<file path="src/rtl/writeback_ctrl_pkg.sv">
// writeback_ctrl_pkg
// Shared definitions for the register-file write-back sequencer:
//   - estado_t : 2-bit FSM state encoding (IDLE, EXEC, MEM_WAIT, WRITE)
//   - TIPO_*   : encodings of the write-back source carried on `tipo`
//   - selecoes_de() : maps a write-back type onto the {selecao2, selecao1}
//                     mux select pair (one-hot or zero, never both high)
package writeback_ctrl_pkg;

    typedef enum logic [1:0] {
        ST_IDLE     = 2'd0,
        ST_EXEC     = 2'd1,
        ST_MEM_WAIT = 2'd2,
        ST_WRITE    = 2'd3
    } estado_t;

    localparam logic [1:0] TIPO_ULA    = 2'b00;
    localparam logic [1:0] TIPO_MEM    = 2'b01;
    localparam logic [1:0] TIPO_PC     = 2'b10;
    localparam logic [1:0] TIPO_NENHUM = 2'b11;

    localparam int unsigned WATCHDOG_WIDTH = 8;

    // Returns {selecao2, selecao1}; ALU and no-write keep the mux on its default input.
    function automatic logic [1:0] selecoes_de(input logic [1:0] tipo);
        logic [1:0] sel;
        case (tipo)
            TIPO_MEM: sel = 2'b01;
            TIPO_PC:  sel = 2'b10;
            default:  sel = 2'b00;
        endcase
        return sel;
    endfunction

endpackage

</file>
<file path="src/rtl/writeback_ctrl_watchdog.sv">
// writeback_watchdog
// 8-bit cycle counter that bounds the time spent waiting for data memory.
// Ports:
//   clock_i    : clock, rising edge
//   reset_n_i  : asynchronous active-low reset
//   limpa_i    : synchronous clear (held while not waiting on memory)
//   habilita_i : count enable (one increment per waiting cycle)
//   expirou_o  : high during the waiting cycle in which the count reaches LIMITE
module writeback_watchdog
    import writeback_ctrl_pkg::*;
#(
    parameter int unsigned LIMITE = 16
) (
    input  logic clock_i,
    input  logic reset_n_i,
    input  logic limpa_i,
    input  logic habilita_i,
    output logic expirou_o
);

    // The count during the k-th waiting cycle is k-1, so the limit is hit one below LIMITE.
    localparam logic [WATCHDOG_WIDTH-1:0] ULTIMO = WATCHDOG_WIDTH'(LIMITE - 1);

    logic [WATCHDOG_WIDTH-1:0] conta_q;

    // Wait-cycle counter: clear outside the wait, increment while waiting.
    always_ff @(posedge clock_i or negedge reset_n_i) begin
        if (!reset_n_i) begin
            conta_q <= {WATCHDOG_WIDTH{1'b0}};
        end else if (limpa_i) begin
            conta_q <= {WATCHDOG_WIDTH{1'b0}};
        end else if (habilita_i) begin
            conta_q <= conta_q + {{(WATCHDOG_WIDTH-1){1'b0}}, 1'b1};
        end else begin
            conta_q <= conta_q;
        end
    end

    assign expirou_o = habilita_i && (conta_q == ULTIMO);

endmodule

</file>
<file path="src/rtl/writeback_ctrl.sv">
// writeback_ctrl
// Multicycle sequencer for the register-file write-back path. One instruction
// at a time is stepped through EXEC, an optional MEM_WAIT and a WRITE cycle.
// Every output is a register; nothing passes combinationally from input to output.
// Optional feature: define WRITEBACK_CTRL_TIMEOUT_EN to abort a MEM_WAIT
// that lasts TIMEOUT_CICLOS cycles (pulses `erro`); otherwise the wait is
// unbounded and `erro` is constant 0.
// Ports:
//   clock, reset_n         : clock (rising edge), asynchronous active-low reset
//   inicio, tipo, rd_entrada : start request, write-back source, destination
//   mem_pronto             : data-memory read data valid
//   mem_req                : memory request, high throughout MEM_WAIT
//   selecao1, selecao2     : write-back mux selects (memory / PC)
//   escreve_reg, rd_saida  : register-file write enable and address
//   ocupado, concluido, erro : busy, retire pulse, timeout pulse
module writeback_ctrl
    import writeback_ctrl_pkg::*;
#(
    parameter int unsigned REG_ADDR_WIDTH = 5,
    parameter int unsigned TIMEOUT_CICLOS = 16
) (
    input  logic                      clock,
    input  logic                      reset_n,
    input  logic                      inicio,
    input  logic [1:0]                tipo,
    input  logic [REG_ADDR_WIDTH-1:0] rd_entrada,
    input  logic                      mem_pronto,
    output logic                      mem_req,
    output logic                      selecao1,
    output logic                      selecao2,
    output logic                      escreve_reg,
    output logic [REG_ADDR_WIDTH-1:0] rd_saida,
    output logic                      ocupado,
    output logic                      concluido,
    output logic                      erro
);

    estado_t                   estado_q;
    logic [1:0]                tipo_q;
    logic [REG_ADDR_WIDTH-1:0] rd_q;
    logic                      mem_req_q;
    logic                      sel1_q;
    logic                      sel2_q;
    logic                      escreve_q;
    logic                      ocupado_q;
    logic                      concluido_q;
    logic                      erro_q;
    logic                      timeout_s;

`ifdef WRITEBACK_CTRL_TIMEOUT_EN
    writeback_watchdog #(
        .LIMITE     (TIMEOUT_CICLOS)
    ) u_watchdog (
        .clock_i    (clock),
        .reset_n_i  (reset_n),
        .limpa_i    (estado_q != ST_MEM_WAIT),
        .habilita_i (estado_q == ST_MEM_WAIT),
        .expirou_o  (timeout_s)
    );
`else
    localparam logic [7:0] TIMEOUT_LIMITE = 8'(TIMEOUT_CICLOS);
    logic unused_timeout_s;
    assign unused_timeout_s = ^TIMEOUT_LIMITE;
    assign timeout_s        = 1'b0;
`endif

    // Sequencer FSM; every output is registered together with the next state.
    always_ff @(posedge clock or negedge reset_n) begin
        if (!reset_n) begin
            estado_q    <= ST_IDLE;
            tipo_q      <= TIPO_ULA;
            rd_q        <= {REG_ADDR_WIDTH{1'b0}};
            mem_req_q   <= 1'b0;
            sel1_q      <= 1'b0;
            sel2_q      <= 1'b0;
            escreve_q   <= 1'b0;
            ocupado_q   <= 1'b0;
            concluido_q <= 1'b0;
            erro_q      <= 1'b0;
        end else begin
            // Pulse outputs default low; only the transitions below raise them.
            escreve_q   <= 1'b0;
            concluido_q <= 1'b0;
            erro_q      <= 1'b0;
            case (estado_q)
                ST_IDLE: begin
                    if (inicio) begin
                        estado_q  <= ST_EXEC;
                        tipo_q    <= tipo;
                        rd_q      <= rd_entrada;
                        {sel2_q, sel1_q} <= selecoes_de(tipo);
                        ocupado_q <= 1'b1;
                    end else begin
                        estado_q  <= ST_IDLE;
                    end
                end
                ST_EXEC: begin
                    case (tipo_q)
                        TIPO_MEM: begin
                            estado_q  <= ST_MEM_WAIT;
                            mem_req_q <= 1'b1;
                        end
                        TIPO_ULA, TIPO_PC: begin
                            estado_q    <= ST_WRITE;
                            escreve_q   <= 1'b1;
                            concluido_q <= 1'b1;
                        end
                        default: begin
                            // No-write retires straight from EXEC.
                            estado_q    <= ST_IDLE;
                            concluido_q <= 1'b1;
                            ocupado_q   <= 1'b0;
                            sel1_q      <= 1'b0;
                            sel2_q      <= 1'b0;
                        end
                    endcase
                end
                ST_MEM_WAIT: begin
                    // Data arriving on the limit cycle still wins over the timeout.
                    if (mem_pronto) begin
                        estado_q    <= ST_WRITE;
                        mem_req_q   <= 1'b0;
                        escreve_q   <= 1'b1;
                        concluido_q <= 1'b1;
                    end else if (timeout_s) begin
                        estado_q    <= ST_IDLE;
                        mem_req_q   <= 1'b0;
                        erro_q      <= 1'b1;
                        ocupado_q   <= 1'b0;
                        sel1_q      <= 1'b0;
                        sel2_q      <= 1'b0;
                    end else begin
                        estado_q    <= ST_MEM_WAIT;
                    end
                end
                ST_WRITE: begin
                    estado_q  <= ST_IDLE;
                    ocupado_q <= 1'b0;
                    sel1_q    <= 1'b0;
                    sel2_q    <= 1'b0;
                end
                default: begin
                    estado_q  <= ST_IDLE;
                    mem_req_q <= 1'b0;
                    ocupado_q <= 1'b0;
                    sel1_q    <= 1'b0;
                    sel2_q    <= 1'b0;
                end
            endcase
        end
    end

    assign mem_req     = mem_req_q;
    assign selecao1    = sel1_q;
    assign selecao2    = sel2_q;
    assign escreve_reg = escreve_q;
    assign rd_saida    = rd_q;
    assign ocupado     = ocupado_q;
    assign concluido   = concluido_q;
    assign erro        = erro_q;

endmodule

</file>
<file path="config.mk">
export PLATFORM = sky130hd
export DESIGN_NAME = writeback_ctrl
export DESIGN_NICKNAME = d
export VERILOG_FILES = /design/src/rtl/writeback_ctrl_pkg.sv /design/src/rtl/writeback_ctrl_watchdog.sv /design/src/rtl/writeback_ctrl.sv
export SDC_FILE = /design/constraint.sdc
export NUM_CORES = 1
export LEC_CHECK = 0
export CAP_MARGIN = 5
export CORE_MARGIN = 2
export CORE_UTILIZATION = 40
export DETAILED_ROUTE_END_ITERATION = 8
export PLACE_DENSITY = 0.76
export REMOVE_ABC_BUFFERS = 1
export SETUP_SLACK_MARGIN = 0.02
export SLEW_MARGIN = 20
export SYNTH_ARGS = -nofsm -noshare
export SYNTH_HDL_FRONTEND = slang
export SYNTH_HIERARCHICAL = 1
export SYNTH_SLANG_ARGS = --single-unit
</file>
<file path="constraint.sdc">
create_clock -name clock -period 1.5 [get_ports clock]
set_input_delay 0.225 -clock clock [delete_from_list [all_inputs] [get_ports clock]]
set_output_delay 0.225 -clock clock [all_outputs]
set_load 0.05 [all_outputs]
</file>
==> summary.md, run 1 <==
| Metric | Value |
|---|---|
| Outcome | finished clean |
| Drt total wl | 1350 µm |
| H-tree levels | 1 |
| Largest net degree at the start of global routing | 16 |
| Post-route cell area | 1060 µm² |
| Crit path max fanout | 4 |
| Final cell count without fillers | between 100 and 150 |
| GRT overflow | 0 |
| Antenna-violating nets left | 0 |
| Critical Path RT | approximately 1700 ps |
| DRT Pass-1 Iters | 4 |
| Synth Area per Inst | 12.8 µm² |
| Clock root cell | clkbuf_4 |
| Largest register FFs | 5 |
| Capturing element type of the critical path | flop |
| Top Ports | 23 |
| RSZ-0062 raised after global routing | yes |
| Worst skew pair latency | about 280 ps |
| CP max-delay cell | dfrtp_1 |
| Nets@finish | 106 |
| Power Density | around 2300 nW/µm² |
| Gate Count Post-Synth | 57 |
| Setup Viol. Count Final | 0 |
| Clock slew at reported path FFs | about 90 ps |
| DR WL/cell | roughly 12 µm |
| Maximum vdd drop | about 1.2 mV |
| Crit path kind | reg2reg |
| Leakage power | 0.488 nW |
| Die Ht | around 47 µm |
| CP arrival | 1640 ps |
| Post-DP Area | around 960 µm² |
| Number of port buffers | 21 |
| Total core area | ~1700 µm² |
| Max frequency | between 600 and 700 MHz |
| Longest Clk Path Bufs | 2 |
| Hold Vio Cnt, Final | 0 |
| Clk_skew | 2.28 ps |
| Yosys reg bits | 15 |
| Ordered cell list for the critical path | inv_2, ha_4, nor2b_4, nor3_4, mux2_4 |
| GRT Util Overall | 0.158 |
| Die span in x | 46.7 µm |
| CP bufs+invs | 1 |
| Mapped cell area | about 730 µm² |
| Flop2flop setup slack | about 35 ps |
| Antenna violations before repair | 0 |
| TritonCTS Buffers | 3 |
| Final HPWL DP | 988 µm |
| Period minus WS final | roughly 1500 ps |
| Initial core utilization | 0.423 |
| Slowest stage delay, CP | a little over 400 ps |
| Startpoint Class | flop |
| First-pass GRT wire length | ~2400 µm |
| Unique masters post-synth | 19 |
| Number of DRC markers in iteration 0 | 2 |
| Slew Viols, Final | 0 |
| Vias per inst | around 4.7 |
| Final RePlAce weighted congestion | between 0.8 and 0.9 |
| Total Power | 2.44 mW |
| CTS tree | done |
| Synth-to-Final Area Change | 45.4% |
| R2R cell count | 5 |
| Clock sinks | 15 |
| Most frequent cells in the layout | 18 x buf_4, 15 x dfrtp_1, 10 x clkdlybuf4s50_1 |
| Commonest non-fill, non-tap cell in the layout | buf_4 |
| Critical path depth | 5 |
| Synth warn | 6 |
| Hold Path Class | in2async |
| Vias in the first global route | slightly above 500 |
| Sequential share of the synthesized area | 0.514 |
| Vias | approximately 530 |
| Critical path's top delay family | flip-flops |
| Layout cell share with drive strength beyond 1 | 0.500 |
| Tcrit/Tclk final | 0.976 |
| Placed insts | 105 |
| Number of diodes | 0 |
| Max_cap viols | 0 |
| Cts hold-fix bufs | 0 |
| Row Count | 15 |
| Die Area | between 2000 and 2500 µm² |
| DRC errors left | 0 |
through the flow:
| step | TNS, ps | setup slack (ps) | utilization | hold slack, ps |
|---|---|---|---|---|
| after floorplan | 0 | 60.5 | - | -70.6 |
| after global placement | 0 | 6.27 | 0.556 | 480 |
| after detailed placement | -81.1 | -31.5 | 0.556 | 484 |
| after CTS | 0 | 23.1 | 0.609 | 241 |
| after global routing | -101 | -42.2 | 0.615 | 265 |
| final | 0 | 35.3 | 0.615 | 243 |
area by class of cell:
type / count / area [µm²]
clock buffers: 3 / 22.5
repair buffers: 28 / 235
inverters: 4 / 15.0
clock inverters: 1 / 5.00
flip-flops and latches: 15 / 375
fillers: 145 / 664
well taps: 25 / 31.3
multi-input cells: 37 / 378
synthesized netlist by cell type:
cell | count | share of area
mux2_1 | 3 | 0.046
mux2_2 | 8 | 0.12
a21o_1 | 1 | 0.010
inv_1 | 4 | 0.021
nor2b_1 | 1 | 0.0086
a31o_2 | 1 | 0.012
nor4b_1 | 2 | 0.024
dfrtp_1 | 15 | 0.51
buf_4 | 1 | 0.010
a32o_1 | 1 | 0.014
nand2b_1 | 2 | 0.017
nor3_4 | 1 | 0.022
conb_1 | 1 | 0.0051
a21boi_0 | 1 | 0.010
a21boi_2 | 1 | 0.015
ha_1 | 6 | 0.10
o21ai_0 | 2 | 0.014
nand2_1 | 5 | 0.026
nor2_1 | 1 | 0.0051
logic make-up (layout without fill, tap and decap cells):
logic type / after synthesis / count (layout) / share of synthesized area
buf+inv: 5 / 36 / 0.0308
fa+ha+maj: 6 / 6 / 0.103
flops: 15 / 15 / 0.514
mux: 11 / 11 / 0.170
simple gates: 12 / 12 / 0.103
compound gates: 7 / 7 / 0.0754
other cells: 1 / 1 / 0.00513
final timing paths:
path | start | endpoint
worst max-delay path | estado_q[0]$_DFF_PN0_ | ocupado$_DFFE_PN0P_
worst min-delay path | reset_n | rd_saida[1]$_DFFE_PN0P_
worst max register to register | estado_q[0]$_DFF_PN0_ | ocupado$_DFFE_PN0P_
worst min register to register | rd_saida[0]$_DFFE_PN0P_ | rd_saida[0]$_DFFE_PN0P_
max in group asynchronous | reset_n | async pin
min in group clock | rd_saida[0]$_DFFE_PN0P_ | rd_saida[0]$_DFFE_PN0P_
worst reg2reg max path: cells and delay by family, from the launching register on:
family	cells	cell delay [ps]
flip-flops	1	410
buffers and inverters	1	80
AND/OR/NAND/NOR	2	370
adder cells (fa/ha/maj)	1	160
multiplexers	1	330
power by group:
part	internal [mW]	leakage (nW)	total, mW	switching [mW]
Clock	0.0990	0.0177	0.230	0.131
Sequential	0.584	0.183	0.694	0.110
Combinational	0.675	0.288	1.52	0.845
per-layer routing:
layer / vias up / wire length (µm) / global-route usage
li1: 256 / - / -
met1: 252 / 621 / 0.207
met2: 19 / 595 / 0.239
met3: 4 / 78 / 0.0231
met4: 0 / 51 / 0.117
met5: - / 0 / 0
repair_timing:
item,in CTS,in global routing
pin swaps,1,0
setup endpoints to repair,3,5
resized for setup,12,2
setup buffers,3,1
Power figures use the tool's default switching activity.
==> run 2: changes to the inputs <==
--- a/config.mk
+++ b/config.mk
@@ -6,10 +6,12 @@
 export NUM_CORES = 1
 export LEC_CHECK = 0
 export CAP_MARGIN = 5
+export CELL_PAD_IN_SITES_DETAIL_PLACEMENT = 0
+export CELL_PAD_IN_SITES_GLOBAL_PLACEMENT = 2
 export CORE_MARGIN = 2
-export CORE_UTILIZATION = 40
+export CORE_UTILIZATION = 25
 export DETAILED_ROUTE_END_ITERATION = 8
-export PLACE_DENSITY = 0.76
+export PLACE_DENSITY = 0.74
 export REMOVE_ABC_BUFFERS = 1
 export SETUP_SLACK_MARGIN = 0.02
 export SLEW_MARGIN = 20
==> summary.md, run 2 (same netlist as run 1, synthesis figures left out) <==
| Metric | Value |
|---|---|
| Outcome | finished clean |
| Drt total wl | 1410 µm |
| Worst setup margin | between 40 and 50 ps |
| Longest Clk Path Bufs | 2 |
| Worst slack, placed | -19.5 ps |
| Multi-input logic area | between 300 and 400 µm² |
| Number of DRC markers in iteration 0 | 6 |
| Largest register FFs | 5 |
| Initial core utilization | 0.265 |
| Vias in the first global route | between 500 and 600 |
| Clk_skew | around 2.5 ps |
| First-pass GRT wire length | 2410 µm |
| Hold Path Class | in2async |
| Vias | about 520 |
| CP bufs+invs | 1 |
| Critical Path RT | roughly 1700 ps |
| Slew Viols, Final | 0 |
| Top Ports | 23 |
| Max_cap viols | 0 |
| Number of diodes | 0 |
| DRT Pass-1 Iters | 4 |
| Antenna-violating nets left | 0 |
| RSZ-0062 raised after global routing | yes |
| Number of port buffers | 21 |
| DRC errors left | 0 |
| Period minus WS final | approximately 1500 ps |
| Reg area | 375 µm² |
| Final RePlAce weighted congestion | ~0.75 |
| Nets@finish | 105 |
| CP arrival | 1630 ps |
| Clock root cell | clkbuf_4 |
| Startpoint Class | flop |
| H-tree levels | 1 |
| CTS tree | done |
| Clock slew at reported path FFs | 90 ps |
| Critical path's top delay family | flip-flops |
| Largest net degree at the start of global routing | 16 |
| Vias per inst | about 4.4 |
| Most frequent cells in the layout | 16 x buf_4, 15 x dfrtp_1, 10 x clkdlybuf4s50_1 |
| Power Density | roughly 2300 nW/µm² |
| Max frequency | between 600 and 700 MHz |
| Maximum vdd drop | between 1 and 1.5 mV |
| Die span in x | between 50 and 60 µm |
| GRT Util Overall | 0.0951 |
| Final HPWL DP | around 1100 µm |
| Die Area | about 3400 µm² |
| Crit path kind | reg2reg |
| Ordered cell list for the critical path | inv_2, ha_4, nor2b_4, nor3_4, mux2_4 |
| CP max-delay cell | dfrtp_1 |
| GRT overflow | 0 |
| Clock sinks | 15 |
| Antenna violations before repair | 0 |
| Worst skew pair latency | approximately 280 ps |
| Synth-to-Final Area Change | 47.8% |
| Filler cells | between 200 and 300 |
| Total core area | 2760 µm² |
| Commonest non-fill, non-tap cell in the layout | buf_4 |
| Total Power | about 2.5 mW |
| Leakage power | approximately 0.49 nW |
| Capturing element type of the critical path | flop |
| Layout cell share with drive strength beyond 1 | 0.494 |
| Row Count | 19 |
| Cts hold-fix bufs | 0 |
| Setup Viol. Count Final | 0 |
| Setup tns final | 0 ps |
| Slowest stage delay, CP | 400 ps |
| Die Ht | around 58 µm |
| Hold Vio Cnt, Final | 0 |
| Crit path max fanout | 3 |
| TritonCTS Buffers | 3 |
| Tcrit/Tclk final | 0.973 |
| DR WL/cell | 12.0 µm |
run 2: cell count changes in the layout (fill, tap and decap cells not counted):
cell | previous run | this run
clkbuf_1 | 0 | 1
buf_12 | 0 | 1
nor4b_1 | 1 | 0
a21boi_0 | 0 | 1
nor4b_2 | 1 | 2
clkinv_2 | 1 | 0
buf_4 | 18 | 16
a21boi_1 | 1 | 0
run 2: what timing repair did:
action,4_1_cts,5_1_grt
setup buffers,3,0
pin swaps,1,0
setup endpoints to repair,3,4
resized for setup,11,3
run 2: final timing paths:
kind	start	cells past startpoint	slack, ps	endpoint
max	estado_q[0]$_DFF_PN0_	5	40	selecao2$_DFFE_PN0P_
min	reset_n	2	250	rd_saida[4]$_DFFE_PN0P_
max reg2reg	estado_q[0]$_DFF_PN0_	5	40	selecao2$_DFFE_PN0P_
min reg2reg	rd_saida[2]$_DFFE_PN0P_	1	520	rd_saida[2]$_DFFE_PN0P_
max in group asynchronous	reset_n	2	1080	mem_req$_DFFE_PN0P_
min in group clock	rd_saida[2]$_DFFE_PN0P_	1	520	rd_saida[2]$_DFFE_PN0P_
run 2: layout make-up:
class | instances | share of cell area
Clock buffer | 4 | 0.0243
Timing Repair Buffer | 27 | 0.222
Inverter | 4 | 0.0139
Sequential cell | 15 | 0.348
Tap cell | 31 | 0.0359
Multi-Input combinational cell | 37 | 0.356
run 2: per-stage QoR:
stage                     instances   util  instance area (µm²)  hold WS (ps)
after CTS                       118  0.386                 1060           239
after detailed placement        111  0.355                  980           490
after floorplan                  56      -                  723         -70.6
final                           118  0.392                 1080           247
after global placement          111  0.355                  980           477
after global routing            118  0.392                 1080           248
run 2: report_power, final:
group | switching [mW] | total (mW) | internal, mW
Combinational | 0.843 | 1.53 | 0.691
Clock | 0.123 | 0.227 | 0.103
Sequential | 0.121 | 0.705 | 0.584
Total | 1.09 | 2.46 | 1.38
run 2: metal layers:
metal | vias to the layer above | GRT usage | wire length [µm]
met3 | 2 | 0.0424 | 73
met2 | 12 | 0.161 | 710
met5 | - | 0 | 0
met1 | 249 | 0.112 | 620
met4 | 0 | 0.0199 | 8
li1 | 255 | - | -
==> run 3: changes to the inputs <==
--- a/config.mk
+++ b/config.mk
@@ -5,6 +5,7 @@
 export SDC_FILE = /design/constraint.sdc
 export NUM_CORES = 1
 export LEC_CHECK = 0
+export ABC_CLOCK_PERIOD_IN_PS = 1500
 export CAP_MARGIN = 5
 export CELL_PAD_IN_SITES_DETAIL_PLACEMENT = 0
 export CELL_PAD_IN_SITES_GLOBAL_PLACEMENT = 2
==> results of run 3 <==
Final layout, timing and power as in run 2 (identical DEF).
